==> src/rtl/cryosram_pkg.sv <==
// Shared types and default widths for the cryogenic SRAM access sequencer.
package cryosram_pkg;

    localparam int ADDR_W = 8;
    localparam int DATA_W = 8;
    localparam int CF_W   = 8;

    typedef enum logic [2:0] {
        IDLE,
        SETUP,
        STROBE,
        SYNC,
        HOLD
    } state_e;

endpackage

==> src/rtl/phase_timer.sv <==
// Phase length counter: counts 0..limit, flags the last cycle; load restarts at 0.
module phase_timer #(
    parameter int CF_W = 8
) (
    input  logic            clk,
    input  logic            rst_n,
    input  logic            load,
    input  logic [CF_W-1:0] limit,
    output logic            last
);
    logic [CF_W-1:0] r_cnt;

    // Reloaded on the last cycle, so limit = all-ones never wraps.
    always_ff @(posedge clk) begin
        if (!rst_n)
            r_cnt <= '0;
        else if (load)
            r_cnt <= '0;
        else
            r_cnt <= r_cnt + CF_W'(1);
    end

    assign last = (r_cnt == limit);
endmodule

==> src/rtl/sram_access_seq.sv <==
// SRAM write/read strobe sequencer: SETUP/STROBE/HOLD of clk_factor+1 cycles each.
// Build option: CRYOSRAM_RDSYNC_EN adds a 2-flop read-data synchroniser and a SYNC phase.
module sram_access_seq #(
    parameter int ADDR_W = cryosram_pkg::ADDR_W,
    parameter int DATA_W = cryosram_pkg::DATA_W,
    parameter int CF_W   = cryosram_pkg::CF_W
) (
    input  logic              clk,
    input  logic              rst_n,
    input  logic              wr_req,
    input  logic              rd_req,
    input  logic [ADDR_W-1:0] addr_in,
    input  logic [DATA_W-1:0] wr_data_in,
    input  logic [CF_W-1:0]   clk_factor,
    output logic [ADDR_W-1:0] sram_addr,
    output logic [DATA_W-1:0] sram_dout,
    input  logic [DATA_W-1:0] sram_din,
    output logic              sram_ce_n,
    output logic              sram_we_n,
    output logic              sram_oe_n,
    output logic [DATA_W-1:0] rd_data,
    output logic              busy,
    output logic              done
);
    import cryosram_pkg::*;

    state_e            r_state, w_next;
    logic [CF_W-1:0]   r_cf;
    logic [ADDR_W-1:0] r_addr;
    logic [DATA_W-1:0] r_data;
    logic [DATA_W-1:0] r_rd_data;
    logic              r_is_wr;
    logic              r_busy;
    logic              r_done;
    logic              w_accept;
    logic              w_last;
    logic              w_load;
    logic [CF_W-1:0]   w_limit;
    logic              w_rd_load;
    logic [DATA_W-1:0] w_rd_src;

    assign w_limit = (r_state == SYNC) ? CF_W'(1) : r_cf;
    assign w_load  = (r_state == IDLE) || w_last;

    phase_timer #(.CF_W(CF_W)) u_timer (
        .clk   (clk),
        .rst_n (rst_n),
        .load  (w_load),
        .limit (w_limit),
        .last  (w_last)
    );

`ifdef CRYOSRAM_RDSYNC_EN
    logic [DATA_W-1:0] r_sync1, r_sync2;

    always_ff @(posedge clk) begin
        if (!rst_n) begin
            r_sync1 <= '0;
            r_sync2 <= '0;
        end else begin
            r_sync1 <= sram_din;
            r_sync2 <= r_sync1;
        end
    end

    assign w_rd_load = (r_state == SYNC) && w_last;
    assign w_rd_src  = r_sync2;
`else
    assign w_rd_load = (r_state == STROBE) && w_last && !r_is_wr;
    assign w_rd_src  = sram_din;
`endif

    always_ff @(posedge clk) begin
        if (!rst_n)
            r_state <= IDLE;
        else
            r_state <= w_next;
    end

    always_comb begin
        w_next    = r_state;
        w_accept  = 1'b0;
        sram_ce_n = 1'b1;
        sram_we_n = 1'b1;
        sram_oe_n = 1'b1;
        sram_dout = '0;
        case (r_state)
            IDLE: begin
                if (wr_req || rd_req) begin
                    w_accept = 1'b1;
                    w_next   = SETUP;
                end
            end
            SETUP:  if (w_last) w_next = STROBE;
            STROBE: begin
                if (w_last) begin
`ifdef CRYOSRAM_RDSYNC_EN
                    w_next = r_is_wr ? HOLD : SYNC;
`else
                    w_next = HOLD;
`endif
                end
            end
            SYNC:   if (w_last) w_next = HOLD;
            HOLD:   if (w_last) w_next = IDLE;
            default: w_next = IDLE;
        endcase
        if (r_state != IDLE) begin
            sram_ce_n = 1'b0;
            sram_we_n = !(r_is_wr && r_state == STROBE);
            sram_oe_n = r_is_wr;
            sram_dout = r_is_wr ? r_data : '0;
        end
    end

    // wr_req wins a same-cycle collision via r_is_wr <= wr_req.
    always_ff @(posedge clk) begin
        if (!rst_n) begin
            r_cf      <= '0;
            r_addr    <= '0;
            r_data    <= '0;
            r_is_wr   <= 1'b0;
            r_busy    <= 1'b0;
            r_done    <= 1'b0;
            r_rd_data <= '0;
        end else begin
            r_busy <= (w_next != IDLE);
            r_done <= (r_state != IDLE) && (w_next == IDLE);
            if (w_accept) begin
                r_cf    <= clk_factor;
                r_addr  <= addr_in;
                r_data  <= wr_data_in;
                r_is_wr <= wr_req;
            end
            if (w_rd_load)
                r_rd_data <= w_rd_src;
        end
    end

    assign sram_addr = r_addr;
    assign rd_data   = r_rd_data;
    assign busy      = r_busy;
    assign done      = r_done;
endmodule

==> config.mk <==
export PLATFORM = sky130hd
export DESIGN_NAME = sram_access_seq
export DESIGN_NICKNAME = d
export VERILOG_FILES = /design/src/rtl/cryosram_pkg.sv /design/src/rtl/phase_timer.sv /design/src/rtl/sram_access_seq.sv
export SDC_FILE = /design/constraint.sdc
export NUM_CORES = 1
export LEC_CHECK = 0
export ABC_AREA = 1
export CORE_MARGIN = 2
export CORE_UTILIZATION = 41
export CTS_CLUSTER_DIAMETER = 40
export DETAILED_ROUTE_END_ITERATION = 10
export PLACE_DENSITY = 0.75
export SYNTH_ARGS = -nofsm -noshare
export SYNTH_HDL_FRONTEND = slang
export SYNTH_SLANG_ARGS = --single-unit
==> constraint.sdc <==
create_clock -name clk -period 1.6 [get_ports clk]
set_input_delay 0.32 -clock clk [delete_from_list [all_inputs] [get_ports clk]]
set_output_delay 0.32 -clock clk [all_outputs]
set_load 0.05 [all_outputs]
==> metrics.md <==
| Metric | Value |
|---|---|
| Status | `finished, violations left` |
| Failing checks | `setup timing` |
| Ranking of synthesized cells by area | `dfxtp_1 (46%), nand2_1 (17%), nor2_1 (7.9%)` |
| Top-count cell post-synth | `nand2_1` |
| Hold Startpoint | `sram_addr[6]` |
| Avg Cell Area, Syn | `around 7 sq um` |
| Number of enable flip-flop cells after synthesis | `0` |
| Chip height | `73.9 microns` |
| Post-Syn Area | `between 2000 and 2500 sq um` |
| TritonCTS Buffers | `5` |
| Cells along the critical path | `buf_4 -> nor2_2 -> inv_2 -> nor2_4 -> nand2_1 -> buf_6` |
| Vias in the first global route | `around 1.9k` |
| Delay of the slowest critical-path stage | `around 0.35 ns` |
| Clk pwr share | `a little over an eighth` |
| I/O Buffers | `64` |
| Placed cells | `between 400 and 500` |
| Layout Cells excl Fill | `440` |
| Synth top area share | `46.0%` |
| CTS Buffer Depth | `2` |
| Post-layout util | `about two thirds` |
| Hold Slack | `~0.47 ns` |
| # IOs | `65` |
| Clock Sinks | `46` |
| Remaining Overflow, GRT | `0` |
| Seq pwr share | `between 30 and 40%` |
| Core area | `4720 sq um` |
| Post-synthesis instance total | `291` |
| Vias | `2,049` |
| Area growth from synthesis to layout | `61.5%` |
| Switch Pwr | `between 2000 and 2500 uW` |
| Crit-path max FO | `4` |
| Largest net degree at the start of global routing | `21` |
| Distinct cells, synth | `19` |
| CTS tree | `built` |
| Pwr Total | `a little over 5000 uW` |
| Net Sw Frac | `44.1%` |
| Worst Tran Pin Value | `0.298 ns` |
| Seq/Total Area, Yosys | `between 40% and 50%` |
| HP Class | `reg2reg` |
| Worst setup EP type | `primary output` |
| Worst Setup SP | `r_state[2]` |
| CTS Hold Bufs | `0` |
| Post-DRT Antenna Nets | `0` |
| Initial Util | `a little over two fifths` |
| DR WL/cell | `roughly 12 microns` |
| Worst IR Drop VDD | `about 1100 uV` |
| Max Freq | `588 MHz` |
| Crit Path Class | `reg2out` |
| Overall die width | `between 70 and 80 microns` |
| Crit Reg-Reg Startpoint | `r_state[2]` |
| HPWL after DPL | `approximately 3500 microns` |
| Synth top cells by count | `nand2_1 (89), dfxtp_1 (46), nor2_1 (42)` |
| Final worst-path setup slack | `-0.0995 ns` |
| Syn nets | `between 300 and 400` |
| CP Launch Type | `register` |
| Critical Path RT | `1.28 ns` |
| Clock slew seen by the registers of the worst setup and hold paths | `0.08 ns` |
| Synth Flop Type | `dfxtp_1` |
| N_diodes | `0` |
| Fin nets | `a little over 400` |
| Period minus WS final | `between 1.5 and 2 ns` |
| Initial antenna violation count | `0` |
| Final setup fails | `25` |
| RePlAce Congestion | `about 0.83` |
| Relative slew slack | `roughly 80%` |
| Pwr dens | `1590 nW/um^2` |
| Ys Warns | `0` |
| RSZ-0062 raised after global routing | `true` |
| Share of cells above drive strength 1 | `approximately 29%` |
| GRT Resource Usage Total | `18.5%` |
| Routed wire length | `5290 microns` |
| Clock Latency Late Sink | `just under 0.3 ns` |
| Crit path DAT | `~1.4 ns` |
| Skew final | `0.00628 ns` |
| Fraction of registers with async set/reset | `0%` |
| Final hold violation count | `0` |
| 1st-iter DRT viols | `76` |
| Crit-path slowest cell | `dfxtp_2` |
| P_int | `2880 uW` |
| Cell taking the most area after synthesis | `dfxtp_1` |
| Die area | `about 5500 sq um` |
| CTS Root Buffer Type | `clkbuf_8` |
| Router iterations before antenna repair | `4` |
| DRC | `0` |
| First-pass GRT wire length | `about 7900 microns` |
| Yosys reg bits | `between 40 and 50` |
| Max Cap Violations | `0` |
| Lkg Pwr | `approximately 0.0014 uW` |
| Slew Limit Fails | `0` |
| Combinational fraction of design power | `between 50 and 60%` |
| Vias per inst | `approximately 4.7` |
| # rows | `25` |
| Period utilisation layout | `106%` |
| Htree depth | `2` |
-- sequential cells by signal, summed over array words and instances (netlist names) --
signal / cells
sram_addr: 8
rd_data: 8
u_timer.r_cnt: 8
busy: 1
done: 1
r_is_wr: 1
r_state: 3
r_data: 8
r_cf: 8
-- metrics by stage --
step                      setup TNS, ns  instance area [sq um]  worst slack, ns
after detailed placement        -0.0369                   2900          -0.0208
after global routing              -4.38                   3230           -0.212
after CTS                        -0.480                   3030          -0.0499
final                             -1.37                   3230          -0.0995
after global placement                0                   2900           0.0568
after floorplan                  -0.524                   2100          -0.0327
-- repair_timing --
| action | CTS | global route |
|---|---|---|
| gates resized for setup | 12 | 37 |
| endpoints found under the setup margin | 13 | 33 |
| pin swaps | 4 | 14 |
| hold endpoints to repair | 0 | 0 |
| gates cloned | 0 | 2 |
| setup buffers | 3 | 7 |
-- path summary, 6_finish.rpt --
| path | end | slack (ns) | cells past startpoint |
|---|---|---|---|
| max | sram_we_n | -0.1 | 6 |
| min | sram_addr[6] | 0.47 | 2 |
| max reg2reg | busy | -0.08 | 12 |
| min reg2reg | sram_addr[6] | 0.47 | 2 |
-- cell type report --
type / instances / area (sq um)
fill: 399 / 1490
multi-input combinational: 200 / 1120
sequential: 46 / 930
timing repair buffer: 83 / 876
inverter: 37 / 144
tap: 67 / 83.8
clock buffer: 6 / 72.6
clock inverter: 1 / 7.51
-- placed cells by master (no fill, tap or decap), types with 2 or more instances in the layout --
cell and count:
nor3_1 2, o21ai_0 2, inv_1 32, nor2_4 14, clkbuf_8 5, inv_4 2
dfxtp_1 43, nand3_2 3, clkdlybuf4s50_1 35, xor2_1 4, buf_6 4, buf_4 32
dfxtp_4 2, nand3_4 2, nor2_1 27, o21ai_1 7, nor2_2 4, nand2_2 17
nand4_4 2, inv_2 3, a21oi_1 28, nand3_1 12, nand2_1 70, buf_12 12
-- power groups by stage --
stage               clock network, uW  logic (uW)  registers [uW]
global route                      730        3100            1630
finish                            669        2880            1600
global placement                    0        2260            1580
detailed placement                  0        2280            1580
CTS                               694        2400            1570
floorplan                           0        1220            1890
-- cells by family (layout without fill, tap and decap cells) --
kind of cell             Yosys count  count (layout)  share of synthesized area (%)
buffers and inverters             47             127                           9.31
adder cells (fa/ha/maj)            1               1                          0.625
AO/OA/AOI/OAI                     39              39                           9.75
flip-flops                        46              46                           46.0
AND/OR/NAND/NOR                  154             156                           32.6
XOR/XNOR                           4               4                           1.75
-- critical path, delay by kind of cell (launching register included) --
kind / cells / cell delay (ns)
flip-flops: 1 / 0.35
AND/OR/NAND/NOR: 3 / 0.35
buffers and inverters: 3 / 0.40
-- metal layers --
layer / GRT usage (%) / vias to the layer above / wire [microns]
met2: 32.4 / 52 / 2650
met3: 6.58 / 5 / 379
met1: 21.1 / 926 / 2200
met4: 5.25 / 0 / 52
li1: - / 1066 / -
met5: 0 / - / 0
Note: power is estimated with default switching activity, not from simulation.
